[config.mk]
export PLATFORM = sky130hd
export DESIGN_NAME = rename_reg_file
export DESIGN_NICKNAME = d
export VERILOG_FILES = /design/src/rtl/rename_reg_file_pkg.sv /design/src/rtl/rename_reg_file_rf_read_port.sv /design/src/rtl/rename_reg_file.sv
export SDC_FILE = /design/constraint.sdc
export NUM_CORES = 2
export LEC_CHECK = 0
export CAP_MARGIN = 20
export CORE_MARGIN = 3
export CORE_UTILIZATION = 40
export CTS_CLUSTER_SIZE = 24
export DETAILED_ROUTE_END_ITERATION = 10
export DONT_BUFFER_PORTS = 1
export PLACE_DENSITY_LB_ADDON = 0.05
export SLEW_MARGIN = 0
export SYNTH_ARGS = -nofsm -noshare
export SYNTH_HDL_FRONTEND = slang
export SYNTH_HIERARCHICAL = 1
export SYNTH_SLANG_ARGS = --single-unit
[constraint.sdc]
create_clock -name clk -period 9.3 [get_ports clk]
set_clock_uncertainty 0.1 [all_clocks]
set_input_delay 1.86 -clock clk [delete_from_list [all_inputs] [get_ports clk]]
set_output_delay 1.86 -clock clk [all_outputs]
set_load 0.03 [all_outputs]
[src/rtl/rename_reg_file_pkg.sv]
// rename_reg_file_pkg: shared widths and boolean constants for the rename register file.
package rename_reg_file_pkg;
   localparam int REG_IDX_W    = 5;
   localparam int DATA_WIDTH   = 32;
   localparam int ROB_ID_WIDTH = 4;
   localparam logic TRUE  = 1'b1;
   localparam logic FALSE = 1'b0;
endpackage

[src/rtl/rename_reg_file_rf_read_port.sv]
// rf_read_port: one combinational source-operand lookup with same-cycle commit bypass.
module rf_read_port
   import rename_reg_file_pkg::*;
#(
   parameter int DW = DATA_WIDTH,
   parameter int RW = ROB_ID_WIDTH
) (
   input  logic [REG_IDX_W-1:0] idx_i,
   input  logic [DW-1:0]        value_i,
   input  logic                 busy_i,
   input  logic [RW-1:0]        tag_i,
   input  logic                 commit_valid_i,
   input  logic [REG_IDX_W-1:0] commit_rd_i,
   input  logic [RW-1:0]        commit_rob_id_i,
   input  logic [DW-1:0]        commit_value_i,
   output logic [DW-1:0]        value_o,
   output logic                 busy_o,
   output logic [RW-1:0]        rob_id_o
);
   logic zero, hit;
   always_comb begin
      zero     = (idx_i == '0);
      hit      = busy_i && commit_valid_i && (commit_rd_i == idx_i) && (commit_rob_id_i == tag_i);
      value_o  = zero ? '0 : hit ? commit_value_i : value_i;
      busy_o   = zero ? FALSE : busy_i && !hit;
      rob_id_o = busy_o ? tag_i : '0;
   end
endmodule

[src/rtl/rename_reg_file.sv]
// rename_reg_file: architectural registers with busy/ROB-tag rename status,
// in-order commit writeback, dispatch renaming and rollback flush.
module rename_reg_file
   import rename_reg_file_pkg::*;
#(
   parameter int REG_NUM = 32,
   parameter int DW      = DATA_WIDTH,
   parameter int RW      = ROB_ID_WIDTH
) (
   input  logic                 clk,
   input  logic                 rst,
   input  logic                 rdy,
   input  logic [REG_IDX_W-1:0] ID_rs1,
   input  logic [REG_IDX_W-1:0] ID_rs2,
   input  logic                 ID_rename_valid,
   input  logic [REG_IDX_W-1:0] ID_rd,
   input  logic [RW-1:0]        ID_rob_id,
   input  logic                 ROB_commit_valid,
   input  logic [REG_IDX_W-1:0] ROB_commit_rd,
   input  logic [RW-1:0]        ROB_commit_rob_id,
   input  logic [DW-1:0]        ROB_commit_value,
   input  logic                 ROB_roll_back_flag,
   output logic [DW-1:0]        ID_rs1_value,
   output logic                 ID_rs1_busy,
   output logic [RW-1:0]        ID_rs1_rob_id,
   output logic [DW-1:0]        ID_rs2_value,
   output logic                 ID_rs2_busy,
   output logic [RW-1:0]        ID_rs2_rob_id
);
   logic [DW-1:0]      value_q [REG_NUM];
   logic [DW-1:0]      value_d [REG_NUM];
   logic [RW-1:0]      tag_q   [REG_NUM];
   logic [RW-1:0]      tag_d   [REG_NUM];
   logic [REG_NUM-1:0] busy_q, busy_d;

   // Rename is applied after commit so it wins the status of a shared rd.
   always_comb begin
      value_d = value_q;
      tag_d   = tag_q;
      busy_d  = busy_q;
      if (rdy) begin
         if (ROB_commit_valid && ROB_commit_rd != '0) begin
            value_d[ROB_commit_rd] = ROB_commit_value;
            if (tag_q[ROB_commit_rd] == ROB_commit_rob_id) busy_d[ROB_commit_rd] = FALSE;
         end
         if (ROB_roll_back_flag) begin
            busy_d = '0;
            for (int i = 0; i < REG_NUM; i++) tag_d[i] = '0;
         end else if (ID_rename_valid && ID_rd != '0) begin
            busy_d[ID_rd] = TRUE;
            tag_d[ID_rd]  = ID_rob_id;
         end
      end
   end

   always_ff @(posedge clk or negedge rst) begin
      if (!rst) begin
         busy_q <= '0;
         for (int i = 0; i < REG_NUM; i++) begin
            value_q[i] <= '0;
            tag_q[i]   <= '0;
         end
      end else begin
         busy_q  <= busy_d;
         value_q <= value_d;
         tag_q   <= tag_d;
      end
   end

   rf_read_port #(.DW(DW), .RW(RW)) u_rs1 (
      .idx_i(ID_rs1), .value_i(value_q[ID_rs1]), .busy_i(busy_q[ID_rs1]), .tag_i(tag_q[ID_rs1]),
      .commit_valid_i(ROB_commit_valid), .commit_rd_i(ROB_commit_rd),
      .commit_rob_id_i(ROB_commit_rob_id), .commit_value_i(ROB_commit_value),
      .value_o(ID_rs1_value), .busy_o(ID_rs1_busy), .rob_id_o(ID_rs1_rob_id)
   );

   rf_read_port #(.DW(DW), .RW(RW)) u_rs2 (
      .idx_i(ID_rs2), .value_i(value_q[ID_rs2]), .busy_i(busy_q[ID_rs2]), .tag_i(tag_q[ID_rs2]),
      .commit_valid_i(ROB_commit_valid), .commit_rd_i(ROB_commit_rd),
      .commit_rob_id_i(ROB_commit_rob_id), .commit_value_i(ROB_commit_value),
      .value_o(ID_rs2_value), .busy_o(ID_rs2_busy), .rob_id_o(ID_rs2_rob_id)
   );
endmodule
==> metrics.md <==
| Metric | Value |
|---|---|
| Status | completed |
| Area occupied by multi-input gates | roughly 34,000 µm² |
| Register Area | 29,600 µm² |
| RSZ-0062 raised after global routing | false |
| Initial Util | around two fifths |
| Final ANT Viol Nets | 0 |
| Pins over their slew limit | 0 |
| Post-synth net total | between 4,000 and 5,000 |
| Critical Path RT | around 7.3 ns |
| H-Tree Depth | 4 |
| Critical Path Stages | 8 |
| Inserted Clock Buffers | about 140 |
| Ant. Diodes | 0 |
| Critical Path Sink Type | output pin |
| Commonest non-fill, non-tap cell in the layout | dfrtp_1 |
| Die area | 170,000 µm² |
| Largest net degree at the start of global routing | approximately 300 |
| Worst path bufs/invs | 1 |
| WL final | between 200 and 250 mm |
| Internal | between 10 and 15 mW |
| Reg power frac | about 44% |
| CP Launch Point | ID_rs1[0] |
| Final setup vio count | 0 |
| Worst r2r dst | busy_q[3] |
| Number of global-route vias before repair | 41,700 |
| Synthesized area per cell | around 15 µm² |
| Placeable Area | about 160,000 µm² |
| EDFF count, synth | 0 |
| Yosys reg bits | between 1,000 and 1,500 |
| DR vias/cell | 6.29 |
| Port Buffers | 0 |
| Synthesized area | about 66,000 µm² |
| Most frequent cell on the critical path | mux4_2 |
| Post-CTS Resized | 0 |
| Area grow syn2layout | 9.50% |
| Share of cells above drive strength 1 | 50.9% |
| HP Class | flip-flop to flip-flop |
| Switch Pwr | between 3 and 4 mW |
| Clock sink count | 1,184 |
| Final non-filler cell total | between 6,000 and 7,000 |
| CP Class | input port to output pin |
| Slowest cell on crit path | mux2i_1 |
| Final Hold Fails | 0 |
| Vias | ~40,000 |
| DRC Markers | 0 |
| Critical path startpoint category | input port |
| GP Congestion | 0.786 |
| Max Cap Viol | 0 |
| Worst Path Arrival | about 5.5 ns |
| Die Y | 412 µm |
| Reg2Reg Depth | 8 |
| Reg2reg start | tag_q[8] |
| Clock Tree Buf Depth | 3 |
| Clock-pin slew on the worst setup and hold paths | 0.06 ns |
| GRT Util Overall | between 20 and 30% |
| DP HPWL | 112 mm |
| Sequential area share after synthesis | roughly 45% |
| DRT Pass-1 Iters | 5 |
| Setup Buffers After CTS | 0 |
| Global route total overflow | 0 |
| Crit path to | ID_rs1_value[7] |
| Placed cells | roughly 6,000 |
| FMAX | 134 MHz |
| Peak supply drop | ~0.18 mV |
| Slew @ Worst Pin | 1.12 ns |
| CP cell instances | mux4_2, mux4_2, mux2_2, xnor2_1, nand4_1, nor3_4, buf_4, mux2i_1 |
| Fin nets | roughly 4,200 |
| Crit path max-delay family | multiplexers |
| I/O Pins | 140 |
| Ys async rst share | between 90% and 100% |
| P per Cell Area | 193 nW/µm² |
| Worst-path maximum fanout | just under 300 |
| Gate Count Post-Synth | 4,403 |
| Power share of the clock group | ~41% |
| Top FF cell, synth | dfrtp_1 |
| Clock period minus worst slack | 7.49 ns |
| Die Width | about 410 µm |
| Latest clock arrival within the worst-skew pair | 0.76 ns |
| Yosys warnings | 6 |
| Initial DRC Count | 3,215 |
| Initial antenna violation count | 4 |
| Distinct cells, synth | 55 |
| Wire per inst | about 34 µm |
| Slew HR | 25.2% |
| Slowest stage delay, CP | 0.71 ns |
| Tcrit/Tclk final | between 80% and 90% |
| Most frequent cells in the layout | dfrtp_1 (1,184), mux2_2 (1,066), mux4_2 (763) |
| R2r setup slk | 6.44 ns |
| CTS Hold Bufs | 0 |
| TNS Setup | 0 ns |
| Global-route wire length before repair | 313 mm |
| Fillcell total | ~15,000 |
| Rows | 148 |
| Combinational power share | between 10 and 15% |
| CTS tree | yes |
| Static leakage | 31.0 nW |
| Switch share | approximately a quarter |
| Root buf cell | clkbuf_16 |
-- sequential cells by signal, summed over array words and instances, names as in the netlist --
name / flops
value_q: 1024
tag_q: 128
busy_q: 32
-- cells in the mapped netlist (all sizes together), types with 2 or more instances --
library cell,instances,area share [%]
xnor2,20,0.27
mux4,763,26
and2,12,0.11
inv,15,0.085
nor2,74,0.42
nor2b,17,0.16
a22oi,30,0.34
o211ai,2,0.023
buf,182,1.4
nor3,16,0.14
a31oi,17,0.16
nand3,33,0.25
nand2b,4,0.038
clkbuf,301,1.7
a211oi,15,0.18
mux2i,91,1.4
mux2,1066,18
and3b,2,0.027
nor3b,11,0.13
nand3b,2,0.023
dfrtp,1184,45
and3,3,0.028
xor2,2,0.027
a21o,18,0.20
a21oi,29,0.22
a21boi,2,0.023
nand4,6,0.057
clkinv,2,0.011
o21ai,121,0.92
o2bb2ai,35,0.46
nor4,2,0.042
nand2,297,1.7
or2,5,0.047
o22a,5,0.066
o22ai,6,0.057
a32oi,3,0.040
-- how the worst min path moves through the flow --
stage                        startpoint            end  slack, ns  depth (start not counted)
final                      value_q[994]   value_q[994]       0.29                          0
after global routing      value_q[1003]  value_q[1003]       0.30                          0
after CTS                 value_q[1020]  value_q[1020]       0.30                          0
after detailed placement  value_q[1005]  value_q[1005]       0.28                          0
after global placement    value_q[1011]  value_q[1011]       0.28                          0
after floorplan           value_q[1000]  value_q[1000]       0.34                          1
-- per-layer routing --
metal | wire [µm] | vias up | share of wire, % | track usage [%]
met5 | 0 | - | 0 | 0
met2 | 102000 | 1040 | 47 | 40.4
li1 | - | 16500 | - | -
met1 | 97000 | 22400 | 45 | 36.6
met3 | 10300 | 292 | 4.8 | 3.97
met4 | 5550 | 0 | 2.6 | 6.67
-- through the flow --
step | util (%) | cell area, µm² | setup slack (ns) | power (mW) | hold slack, ns
after global placement | 41.3 | 67400 | 1.86 | 8.31 | 0.277
after global routing | 44.2 | 72200 | 1.84 | 14.5 | 0.304
after floorplan | - | 66000 | 1.90 | 8.00 | 0.341
final | 44.2 | 72200 | 1.81 | 14.0 | 0.292
after CTS | 44.2 | 72200 | 1.81 | 14.1 | 0.296
after detailed placement | 41.3 | 67500 | 1.83 | 8.37 | 0.282
-- logic make-up after synthesis --
group | after synthesis | share of synthesized area [%]
xor+xnor | 22 | 0.292
buf+inv | 500 | 3.19
compound gates | 288 | 2.77
simple gates | 489 | 3.22
mux | 1920 | 45.6
flops | 1184 | 44.9
-- area by class of cell --
type                    instances  area share, %
well taps                    2175           3.77
clock inverters                37          0.547
clock buffers                 212           5.99
repair buffers                 61          0.840
multi-input cells            2719           47.8
flip-flops and latches       1184           41.0
inverters                      17         0.0883
-- power groups by stage --
stage | registers, mW | logic (mW) | clock network (mW)
after floorplan | 6.13 | 1.87 | 0
after global placement | 6.25 | 2.06 | 0
after detailed placement | 6.28 | 2.09 | 0
after CTS | 6.19 | 2.09 | 5.83
after global routing | 6.28 | 2.22 | 6.02
final | 6.20 | 2.08 | 5.69
(Power assumes the default switching activity.)
